--- src/rtl/fetch_unit.sv ---
// fetch_unit: instruction fetch stage of the SWT16 core.
// Drives the synchronous program memory address, hands each fetched word
// with its PC to the decoder, squashes wrong-path words after a jump and
// tracks two-word instructions so an immediate is never taken as an opcode.
//
// Optional feature macro: FETCH_HALT_EN. When it is defined, a standalone
// 16'hFFFF word halts fetch. When it is undefined, there is no HALT state
// and out_halted is tied low.
//
// Handshake: there is no valid/ready pair. A word on out_instr is live
// only in RUN. In every other state out_instr is NOP. While in_stall is
// high every visible output is frozen. in_jump is accepted in any cycle,
// including a stalled one.
module fetch_unit #(
   parameter int PMEM_ADDR_WIDTH = 12,
   parameter int PMEM_WORD_WIDTH = 16,
   parameter int PC_WIDTH        = 12,
   parameter int OPCODE_WIDTH    = 4
) (
   input  logic                       clock,
   input  logic                       reset,
   output logic [PMEM_ADDR_WIDTH-1:0] out_pmem_addr,
   input  logic [PMEM_WORD_WIDTH-1:0] in_pmem_data,
   input  logic                       in_stall,
   input  logic                       in_jump,
   input  logic [PC_WIDTH-1:0]        in_jump_target,
   output logic [PMEM_WORD_WIDTH-1:0] out_instr,
   output logic [PC_WIDTH-1:0]        out_pc,
   output logic                       out_flush,
   output logic                       out_halted,
   output logic [2:0]                 debug_state
);

   typedef enum logic [2:0] {
      ST_BOOT   = 3'd0,
      ST_RUN    = 3'd1,
      ST_FLUSH1 = 3'd2,
      ST_FLUSH2 = 3'd3
`ifdef FETCH_HALT_EN
      ,
      ST_HALT   = 3'd4
`endif
   } state_t;

   state_t                       state, next_state;
   logic [PC_WIDTH-1:0]          pc;
   logic                         second_word;
   logic                         two_word;
   logic                         halt_hit;
   logic                         flush_q;
   logic                         held;
   logic [PMEM_WORD_WIDTH-1:0]   held_word;
`ifdef FETCH_HALT_EN
   logic                         halted_q;
`endif

   // A first word with opcode 0001 and bits[11:8] of 0 or 1 carries an immediate.
   assign two_word = (out_instr[OPCODE_WIDTH-1:0] == OPCODE_WIDTH'(1))
                     && (out_instr[11:9] == 3'b000);

`ifdef FETCH_HALT_EN
   // HALT is recognised only on a live first word.
   assign halt_hit = (state == ST_RUN) && (out_instr == '1) && !second_word;
`else
   assign halt_hit = 1'b0;
`endif

   // State register, plus registered flush/halted flags decoded from the next state.
   always_ff @(posedge clock or posedge reset) begin
      if (reset) begin
         state    <= ST_BOOT;
         flush_q  <= 1'b0;
`ifdef FETCH_HALT_EN
         halted_q <= 1'b0;
`endif
      end else begin
         state    <= next_state;
         flush_q  <= (next_state == ST_FLUSH1) || (next_state == ST_FLUSH2);
`ifdef FETCH_HALT_EN
         halted_q <= (next_state == ST_HALT);
`endif
      end
   end

   // Next state: a jump always restarts the flush sequence, and a stall freezes everything else.
   always_comb begin
      next_state = state;
      if (in_jump) begin
         next_state = ST_FLUSH1;
      end else if (!in_stall) begin
         case (state)
            ST_BOOT:   next_state = ST_RUN;
`ifdef FETCH_HALT_EN
            ST_RUN:    next_state = halt_hit ? ST_HALT : ST_RUN;
`else
            ST_RUN:    next_state = ST_RUN;
`endif
            ST_FLUSH1: next_state = ST_FLUSH2;
            ST_FLUSH2: next_state = ST_RUN;
            default:   next_state = state;
         endcase
      end
   end

   // Datapath: PC, the address shown with the word, the second-word flag and the stall hold buffer.
   // FLUSH1 keeps the target address for a second cycle. Because of this, the
   // target word is read again and shows up on the third cycle after the jump.
   // During a stall the held address makes the memory return the next word,
   // so the word already on out_instr is captured in held_word.
   always_ff @(posedge clock or posedge reset) begin
      if (reset) begin
         pc          <= '0;
         out_pc      <= '0;
         second_word <= 1'b0;
         held        <= 1'b0;
         held_word   <= '0;
      end else if (in_jump) begin
         pc          <= in_jump_target;
         out_pc      <= pc;
         second_word <= 1'b0;
         held        <= 1'b0;
      end else if (in_stall) begin
         if (!held) begin
            held      <= 1'b1;
            held_word <= in_pmem_data;
         end
      end else begin
         held <= 1'b0;
         case (state)
            ST_RUN: begin
               if (!halt_hit) begin
                  pc          <= pc + 1'b1;
                  out_pc      <= pc;
                  second_word <= !second_word && two_word;
               end
            end
            ST_FLUSH1: begin
               out_pc      <= pc;
               second_word <= 1'b0;
            end
            ST_BOOT, ST_FLUSH2: begin
               pc          <= pc + 1'b1;
               out_pc      <= pc;
               second_word <= 1'b0;
            end
            default: begin
               pc <= pc;
            end
         endcase
      end
   end

   // Outputs: the word is live only in RUN, and the hold buffer covers the stall cycles.
   always_comb begin
      out_pmem_addr = pc;
      out_instr     = '0;
      if (state == ST_RUN) begin
         out_instr = held ? held_word : in_pmem_data;
      end
      out_flush     = flush_q;
`ifdef FETCH_HALT_EN
      out_halted    = halted_q;
`else
      out_halted    = 1'b0;
`endif
      debug_state   = state;
   end

endmodule

--- config.mk ---
export PLATFORM = sky130hd
export DESIGN_NAME = fetch_unit
export DESIGN_NICKNAME = d
export VERILOG_FILES = /design/src/rtl/fetch_unit.sv
export SDC_FILE = /design/constraint.sdc
export NUM_CORES = 1
export LEC_CHECK = 0
export ABC_AREA = 0
export CORE_AREA = 2 2 98 81
export CTS_CLUSTER_SIZE = 28
export DETAILED_ROUTE_END_ITERATION = 8
export DIE_AREA = 0 0 100 83
export PLACE_DENSITY_LB_ADDON = 0.05
export REMOVE_ABC_BUFFERS = 1
export SLEW_MARGIN = 20
export SYNTH_ARGS = -nofsm -noshare
export SYNTH_HDL_FRONTEND = slang
export SYNTH_SLANG_ARGS = --single-unit
--- constraint.sdc ---
create_clock -name clock -period 5.1 [get_ports clock]
set_input_delay 1.275 -clock clock [delete_from_list [all_inputs] [get_ports clock]]
set_output_delay 1.275 -clock clock [all_outputs]
set_load 0.005 [all_outputs]
After elaboration in Yosys (flattened, before gate mapping). Index checks and enable logic that the tools add are counted.

Flip-flop bits (word level): 45. Logic and storage cells: 36. Output and inout port bits: 45. Input bits: 32.

Mux-type cells: 13. Bitwise logic cells: 1. Add/sub/neg operators: 1. Equality and inequality tests: 6. Reductions and logical operators: 9.

Operators by type and width (number): 2-to-1 mux 12 bit (6); 2-to-1 mux 16 bit (2); adder 12 x 1 -> 12 bit, second input constant (1); == test 3 x 2 -> 1 bit, second input constant (4); 2-to-1 mux 3 bit (2); case mux 3 bit (2 select lines) (1); AND reduction 2 bit (3); nonzero test 2 bit (2); OR reduction 4 bit (1); == test 3 x 1 -> 1 bit, second input constant (1); logical NOT 3 bit (1); OR reduction 3 bit (1); 2-to-1 mux 1 bit (2); inequality test 2 x 1 -> 1 bit, second input constant (1); logical OR 1 bit (1); inverter 1 bit (1).

Depth between registers and ports, before layout.
Word-level depth: 7. Mapped depth: 5. Mapped depth without buffers: 5.

Worst setup path before layout. OpenSTA, ideal clock, no wires.

Path type: input to output. From: in in_pmem_data[10]. To: out out_instr[10]. Stages on the path: 2. Required time: 3825 ps. Buffers on the path: 0. Data arrival time: 1442 ps. Slack: 2383 ps. Cells stage by stage: mux2i_1 > nor2_1.

Longest elaborated chain between the ends: 2.

RTL lines: start: declaration (line 23) `input logic [PMEM_WORD_WIDTH-1:0] in_pmem_data,`; 2-to-1 mux 16 bit; 2-to-1 mux 16 bit (line 157) `if (state == ST_RUN) begin`; end: declaration (line 27) `output logic [PMEM_WORD_WIDTH-1:0] out_instr,`.

Every way passes these cells.

Worst setup path in the final report.
From: in in_pmem_data[7]. To: out out_instr[7].

The elaborated chain is that of the path after synthesis.

==> qor.txt <==
final instance area: 0.00307 mm^2
largest net degree at the start of global routing: 46
Lkg Pwr: 0.00122 uW
core area: 0.00729 mm^2
Clk Latency, worst-skew pair: 0.29 ns
cts-stage hold buffer count: 0
Via Count: 1,648
Seq/Total Area, Yosys: 0.523
Worst Hold Class: flip-flop to flip-flop
GRT busiest layer: met2
drt pass-1 iters: 4
status: completed
final hold vios: 0
pins over their slew limit: 0
Port Buffer Count: 75
Final ANT Viol Nets: 0
Yosys reg bits: 45
critical path capture point type: output port
post-place setup slack: 1.34 ns
GRT Overall Usage: 0.135
Synth Area per Inst: 11.3 um^2
R2R depth: 3
area grow syn2layout: 42.7%
Req. time, crit path: 3.83 ns
met2 GRT Util: 0.203
detailed placement HPWL: 3530 um
Clock Path Buffers: 2
Mapped Area: 0.00215 mm^2
met3 usage: 0.0429
FMAX: 0.267 GHz
post-layout min period: 3.74 ns
hold path depth: 1
clock skew: 0.00542 ns
Ports: 77
Max-cap violations: 0
Avg WL per Cell: 14.5 um
Nets: 298
CP Class: input port to output port
Post-CTS Setup Repair Bufs: 0
commonest non-fill, non-tap cells in the layout: 75 x clkdlybuf4s50_1, 45 x dfrtp_1, 28 x mux2_2
final period utilization: 0.734
worst endpoint data arrival time: 2.47 ns
via-per-instance ratio: 4.64
Final Worst Setup Slack: 1.36 ns
RSZ-0062 raised after global routing: no
Clock transition at path regs: 0.08 ns
M1 GR Usage: 0.187
GPL Wtd Cong: 0.663
ANT cells: 0
initial drt markers: 88
power density over the cells: 274 mW/mm^2
yosys warns: 0
starting density of the core: 0.295
CTS tree: yes
commonest non-fill, non-tap cell in the layout: clkdlybuf4s50_1
Rel. slew slack: 0.370
Area after DPL: 0.00298 mm^2
WHS: 0.508 ns
worst slew pin tran: 0.945 ns
first-pass GRT wire length: 9000 um
die area: 0.00830 mm^2
total negative slack: 0 ns
Routed WL: 5140 um
GRT overflow: 0
H-tree levels: 2
peak supply drop: 100 uV
Die Span Y: 83 um
layout cells sized above 1: 0.155
floorplan row count: 28
Max Fanout on Critical Path: 2
cts repair resizes: 0
synth unique cells: 33
vias in the first global route: 1,804
Final Setup Violations: 0
cells after synthesis: 191
DRC: 0
CP startpoint kind: input port
antenna violations before repair: 0
Sink Count: 45
Num CTS Buffers: 5
chip width: 100 um
root buf cell: clkbuf_8
sequential cells by signal (all words and copies together) (netlist names):
signal,cells
held_word,16
out_pc,12
out_pmem_addr,12
debug_state,3
held,1
out_flush,1
synth_stat cells:
library cell,count,area (um^2)
a21o_1,1,7.51
a31oi_1,3,18.8
and4_1,1,8.76
buf_2,1,5.00
buf_4,1,7.51
buf_6,1,11.3
clkbuf_1,8,30.0
conb_1,1,3.75
dfrtp_1,45,1130
ha_1,1,12.5
inv_1,4,15.0
mux2_2,28,315
mux2i_1,17,170
nand2_1,13,48.8
nand2b_1,1,6.26
nand3_1,4,20.0
nand4_1,1,6.26
nor2_1,23,86.3
nor2b_1,5,31.3
nor4_1,3,18.8
nor4b_1,1,8.76
o211ai_1,1,7.51
o21ai_0,10,50.1
o311ai_0,1,8.76
o31ai_1,1,7.51
or2_1,1,6.26
or2_2,1,6.26
or3_1,3,18.8
or3_4,1,11.3
or3b_2,1,8.76
or4_1,1,7.51
xnor2_1,5,43.8
xor2_1,2,17.5
where the power goes:
| group | internal, uW | leakage, uW | total [uW] | switching, uW |
|---|---|---|---|---|
| sequential | 403 | 0.000533 | 439 | 36.2 |
| clock | 108 | 0.0000443 | 224 | 116 |
| combinational | 118 | 0.000644 | 180 | 61.6 |
area by class of cell:
class                   instances  area [um^2]
clock buffers                   7         86.3
fillers                       734         4220
inverters                       4         16.3
multi-input cells             131          957
flip-flops and latches         45         1130
well taps                      90          113
repair buffers                 78          773
worst paths after layout:
path	slack (ns)	from	endpoint
max reg2reg	3.19	held	held_word[7]
min reg2reg	0.51	held_word[3]	held_word[3]
min	0.51	held_word[3]	held_word[3]
min in group asynchronous	1.44	reset	held_word[0]
max in group asynchronous	3.19	reset	held_word[2]
max	1.36	in_pmem_data[7]	out_instr[7]
kinds of logic after synthesis:
family / synth area share
buf+inv: 0.0320
other cells: 0.00174
flops: 0.523
compound gates: 0.0465
fa+ha+maj: 0.00581
simple gates: 0.137
mux: 0.226
xor+xnor: 0.0285
layer usage:
metal,part of all wire,vias up
li1,-,805
met1,0.51,793
met2,0.42,45
met3,0.064,5
met4,0.0076,0
met5,0,-
through the flow:
stage               power, uW   util  instances
floorplan                 521      -        180
global placement          628  0.410        348
detailed placement        630  0.410        348
CTS                       859  0.421        355
global route              900  0.422        355
finish                    843  0.422        355
worst max-delay path, cell delays in order:
cell and delay [ns]:
clkdlybuf4s50_1 0.47, mux2i_1 0.07, nor2_1 0.13, clkdlybuf4s50_1 0.52
Note: power is estimated with default switching activity, not from simulation.
